File: src/rtl/int_sqrt_pkg.sv
// Shared types and elaboration helpers for the integer square-root engine.
package int_sqrt_pkg;

   typedef enum logic [1:0] {
      IDLE = 2'd0,
      RUN  = 2'd1,
      FIX  = 2'd2,
      DONE = 2'd3
   } sqrt_state_e;

   // Legal geometry: even radicand width of at least 4, and UNROLL dividing the root width.
   function automatic bit sqrt_params_ok(input int width, input int unroll);
      if (width < 4)                   return 1'b0;
      if ((width % 2) != 0)            return 1'b0;
      if (unroll < 1)                  return 1'b0;
      if (((width / 2) % unroll) != 0) return 1'b0;
      return 1'b1;
   endfunction

endpackage

File: src/rtl/int_sqrt_step.sv
// One non-restoring square-root step: consumes one radicand bit-pair, yields one root bit.
module int_sqrt_step #(
   parameter int QW = 12
) (
   input  logic signed [QW+1:0] rem,
   input  logic        [QW-1:0] root,
   input  logic        [1:0]    pair,
   output logic signed [QW+1:0] rem_nxt,
   output logic        [QW-1:0] root_nxt
);

   localparam int RW = QW + 2;

   logic signed [RW-1:0] shifted;

   // Subtract (4Q+1) after a non-negative remainder, add back (4Q+3) after a negative one.
   // The remainder provably stays within RW bits, so modular RW-bit arithmetic is exact.
   always_comb begin
      shifted = $signed({rem[RW-3:0], pair});
      if (!rem[RW-1]) begin
         rem_nxt = shifted - $signed({root, 2'b01});
      end else begin
         rem_nxt = shifted + $signed({root, 2'b11});
      end
      root_nxt = {root[QW-2:0], ~rem_nxt[RW-1]};
   end

endmodule

File: src/rtl/int_sqrt_pipe.sv
// Iterative non-restoring integer square root with ready/valid on both sides.
// UNROLL root bits are resolved per RUN cycle; a single FIX cycle turns the
// signed partial remainder into the true non-negative remainder.
module int_sqrt_pipe
   import int_sqrt_pkg::*;
#(
   parameter int WIDTH  = 24,
   parameter int UNROLL = 1
) (
   input  logic                 clk_i,
   input  logic                 reset_i,
   input  logic                 flush_i,
   input  logic                 valid_i,
   output logic                 ready_o,
   input  logic [WIDTH-1:0]     n_i,
   output logic                 valid_o,
   input  logic                 ready_i,
   output logic [WIDTH/2-1:0]   q_o,
   output logic [WIDTH/2:0]     r_o,
   output logic                 exact_o
);

   localparam int QW   = WIDTH / 2;
   localparam int RW   = QW + 2;
   localparam int ITER = QW / UNROLL;
   localparam int CW   = (ITER > 1) ? $clog2(ITER) : 1;

   if (!sqrt_params_ok(WIDTH, UNROLL)) begin : g_param_check
      $error("int_sqrt_pipe: WIDTH must be even and >= 4, and UNROLL must divide WIDTH/2");
   end

   sqrt_state_e          state, state_nxt;
   logic [WIDTH-1:0]     opnd;
   logic signed [RW-1:0] rem;
   logic [QW-1:0]        root;
   logic [CW-1:0]        cnt;
   logic signed [RW-1:0] rem_fix;

   logic signed [RW-1:0] rem_ch  [UNROLL+1];
   logic [QW-1:0]        root_ch [UNROLL+1];

   assign ready_o = (state == IDLE);

   assign rem_ch[0]  = rem;
   assign root_ch[0] = root;

   // Operand is shifted left after every RUN cycle, so step i always takes pair i from the top.
   for (genvar i = 0; i < UNROLL; i++) begin : g_step
      int_sqrt_step #(.QW(QW)) u_step (
         .rem      (rem_ch[i]),
         .root     (root_ch[i]),
         .pair     (opnd[WIDTH-1-2*i -: 2]),
         .rem_nxt  (rem_ch[i+1]),
         .root_nxt (root_ch[i+1])
      );
   end

   // Final correction: a negative remainder means the last trial overshot by 2Q+1.
   always_comb begin
      rem_fix = rem;
      if (rem[RW-1]) begin
         rem_fix = rem + $signed({1'b0, root, 1'b1});
      end
   end

   // State register.
   always_ff @(posedge clk_i or posedge reset_i) begin
      if (reset_i) begin
         state <= IDLE;
      end else begin
         state <= state_nxt;
      end
   end

   // Next-state decode; flush overrides every other transition.
   always_comb begin
      state_nxt = state;
      if (flush_i) begin
         state_nxt = IDLE;
      end else begin
         unique case (state)
            IDLE:    if (valid_i)   state_nxt = RUN;
            RUN:     if (cnt == '0) state_nxt = FIX;
            FIX:                    state_nxt = DONE;
            DONE:    if (ready_i)   state_nxt = IDLE;
            default:                state_nxt = IDLE;
         endcase
      end
   end

   // Operand, partial remainder/root, iteration counter and result registers.
   always_ff @(posedge clk_i or posedge reset_i) begin
      if (reset_i) begin
         opnd    <= '0;
         rem     <= '0;
         root    <= '0;
         cnt     <= '0;
         valid_o <= 1'b0;
         q_o     <= '0;
         r_o     <= '0;
         exact_o <= 1'b0;
      end else if (flush_i) begin
         rem     <= '0;
         root    <= '0;
         cnt     <= '0;
         valid_o <= 1'b0;
      end else begin
         unique case (state)
            IDLE: begin
               if (valid_i) begin
                  opnd <= n_i;
                  rem  <= '0;
                  root <= '0;
                  cnt  <= CW'(ITER - 1);
               end
            end
            RUN: begin
               rem  <= rem_ch[UNROLL];
               root <= root_ch[UNROLL];
               opnd <= opnd << (2 * UNROLL);
               if (cnt != '0) begin
                  cnt <= cnt - 1'b1;
               end
            end
            FIX: begin
               q_o     <= root;
               r_o     <= rem_fix[QW:0];
               exact_o <= (rem_fix == '0);
               valid_o <= 1'b1;
            end
            DONE: begin
               if (ready_i) begin
                  valid_o <= 1'b0;
               end
            end
            default: ;
         endcase
      end
   end

endmodule

File: config.mk
export PLATFORM = sky130hd
export DESIGN_NAME = int_sqrt_pipe
export DESIGN_NICKNAME = d
export VERILOG_FILES = /design/src/rtl/int_sqrt_pkg.sv /design/src/rtl/int_sqrt_step.sv /design/src/rtl/int_sqrt_pipe.sv
export SDC_FILE = /design/constraint.sdc
export NUM_CORES = 1
export LEC_CHECK = 0
export CORE_ASPECT_RATIO = 1.1
export CORE_UTILIZATION = 40
export CTS_BUF_LIST = sky130_fd_sc_hd__clkbuf_4
export CTS_CLUSTER_SIZE = 25
export DETAILED_ROUTE_END_ITERATION = 8
export PLACE_DENSITY = 0.74
export SYNTH_ARGS = -nofsm -noshare
export SYNTH_HDL_FRONTEND = slang
export SYNTH_SLANG_ARGS = --single-unit
File: constraint.sdc
create_clock -name clk_i -period 3.3 [get_ports clk_i]
set_clock_uncertainty 0.1 [all_clocks]
set_input_delay 0.66 -clock clk_i [delete_from_list [all_inputs] [get_ports clk_i]]
set_output_delay 0.66 -clock clk_i [all_outputs]
set_load 0.005 [all_outputs]
==> run metrics <==
clock sink total=a little over 80; post-DP HPWL=a little over 7000 um; Final Critical Period=2860 ps; IO Count=57; cell with the most instances after synthesis=dfrtp_1; first-pass detailed-route iteration total=5; GRT Residual Overflow=0; first-pass GRT wire length=17,400 um; vias in the first global route=approximately 3,700; initial antenna violation count=0; final RePlAce weighted congestion=0.848; Startpoint Class=flip-flop; average cell area after synthesis=10.1 um^2; CP top delay family=compound AO/OA/AOI/OAI gates; Final setup viols=0; synthesis-stage register bit count=83; layout cells sized above 1=0.0913; CTS clock-pin slew for the worst setup and hold paths=130 ps; hold wc startpoint=r_o[0]$_DFFE_PP0P_; largest net degree at the start of global routing=between 80 and 90; Seq/Total Area, Yosys=0.441; setup TNS=0 ps; CP startpoint=rem[13]$_DFFE_PP0P_; Max FO, Critical Path=7; post-synth top area share=0.441; worst path bufs/invs=0; CP max stage cell=dfrtp_1; unrepaired setup endpoints after global routing=no; peak supply drop=around 0.00033 V; fmax=350 MHz; met1 WL=4380 um; number of synthesis warnings=0; clk root buf=clkbuf_4; power density over the cells=between 700 and 800 nW/um^2; total track usage=0.178; met3 routed WL=409 um; Max Slew Vio Count=0; top sig layer=met4; diode count=0; Crit path largest cell delay=around 500 ps; main flop type after synthesis=dfrtp_1; fin crit share=0.867; P_leak=2.45 nW; drt wl/cell=14.5 um; Hold WS=388 ps; Initial Utilization=0.411; vias=3,643; post-route DRC violation count=0; post_cts resized=0; ranking of synthesized cells by area=dfrtp_1 44%, ha_1 8.0%, mux2i_1 6.4%; Die Ht=116 um; PortBufs=56; Power Total=4.27 mW; die area=12,200 um^2; Total Routed Length=9800 um; clock tree from TritonCTS=yes; routed wl met2=around 4800 um; clk buf depth=2; Hold Fails Final Rpt=0; Post-synth top cells=83 x dfrtp_1, 54 x nand2_1, 52 x o21ai_0; Core Box Area=11,400 um^2; worst skew pair latency=440 ps; chip width=105 um; CP Data Required Time=3530 ps; WP data arrival=3090 ps; CTS Hold Buffers Added=0; worst slew pin tran=698 ps; Worst slew margin=0.535; Iteration-0 DRC Markers=173; cell area after synthesis=about 4700 um^2; # H-tree levels=3; Crit. End Element=flip-flop; worst r2r src=rem[13]$_DFFE_PP0P_; CTS buffer count=9; syn nets=528; Setup CP Type=flip-flop to flip-flop; Final #Nets=around 580; vias per cell=about 5.4; max_cap viols=0; post-route ant nets=0; HP Class=flip-flop to flip-flop; outcome=finished clean; Distinct cells, synth=50; post-CTS setup buffers=0; Async SR Flop Fraction=1.00; Post-synth EDFFs=0; Yosys top cell by area=dfrtp_1; Area Overhead vs Synth=17.9%; Synth Instances=roughly 470; # rows=41; worst-path cell chain=xnor2_1, ha_1, nor2b_1, o21ai_1, a21boi_1, o31a_1, o211ai_1, a21boi_0, or3_1, a32o_1
[tightest hold or removal path: stages, from the launching register on]
cell and delay (ps):
dfrtp_1 360, nand2_1 40, o21ai_0 60
[cell type report]
class	count	area, um^2
fillers	1077	5890
multi-input cells	349	2490
clock inverters	4	20.0
well taps	150	188
repair buffers	64	633
flip-flops and latches	83	2080
inverters	16	61.3
clock buffers	10	75.1
[worst paths after layout]
check                                 endpoint  cells past startpoint  slack, ps
setup / recovery           rem[10]$_DFFE_PP0P_                     10        440
hold / removal              r_o[0]$_DFFE_PP0P_                      2        390
setup reg to reg           rem[10]$_DFFE_PP0P_                     10        440
hold reg to reg             r_o[0]$_DFFE_PP0P_                      2        390
max in group asynchronous  opnd[7]$_DFFE_PP0P_                      3       2240
min in group asynchronous   q_o[5]$_DFFE_PP0P_                      3        520
[cell usage in the layout (no fill, tap or decap), types with 5 or more instances in the layout]
| cell type | n |
|---|---|
| a21oi_1 | 20 |
| a22o_1 | 14 |
| buf_4 | 7 |
| clkbuf_4 | 10 |
| clkdlybuf4s50_1 | 56 |
| clkinv_2 | 5 |
| dfrtp_1 | 83 |
| ha_1 | 30 |
| inv_1 | 15 |
| mux2_2 | 16 |
| mux2i_1 | 30 |
| nand2_1 | 54 |
| nand3_1 | 6 |
| nor2_1 | 20 |
| nor3_1 | 10 |
| o21ai_0 | 52 |
| xnor2_1 | 22 |
| xor2_1 | 10 |
[per-stage QoR]
stage | utilization | std cells | area [um^2] | worst slack, ps
2_1_floorplan | - | 468 | 4700 | 85.3
3_3_place_gp | 0.477 | 662 | 5450 | 587
3_5_place_dp | 0.477 | 662 | 5450 | 467
4_1_cts | 0.485 | 676 | 5550 | 452
5_1_grt | 0.485 | 676 | 5550 | 322
6_report | 0.485 | 676 | 5550 | 440
[power breakdown]
| part | total [mW] | internal, mW | switching (mW) |
|---|---|---|---|
| clock | 0.491 | 0.151 | 0.340 |
| sequential | 1.54 | 1.30 | 0.233 |
| combinational | 2.25 | 1.04 | 1.20 |
| total | 4.27 | 2.50 | 1.78 |
[per-layer routing]
metal | track usage | up-vias
met2 | 0.309 | 89
met1 | 0.222 | 1753
met4 | 0.0817 | 0
met5 | 0 | -
met3 | 0.0247 | 18
li1 | - | 1783
[logic make-up after synthesis]
| logic type | Yosys count | share of synthesized area |
|---|---|---|
| and+or+nand+nor | 112 | 0.108 |
| buffers and inverters | 36 | 0.0295 |
| DFF | 83 | 0.441 |
| adders and majority gates | 31 | 0.0840 |
| muxes | 46 | 0.102 |
| AOI/OAI and AO/OA | 128 | 0.175 |
| xor gates and xnor gates | 32 | 0.0596 |
[sequential cells by signal (all words and copies together) (netlist names)]
name / flops
opnd: 24
rem: 14
exact_o: 1
state: 2
root: 12
r_o: 13
valid_o: 1
cnt: 4
q_o: 12
No activity file was read; power rests on OpenSTA's default activity.
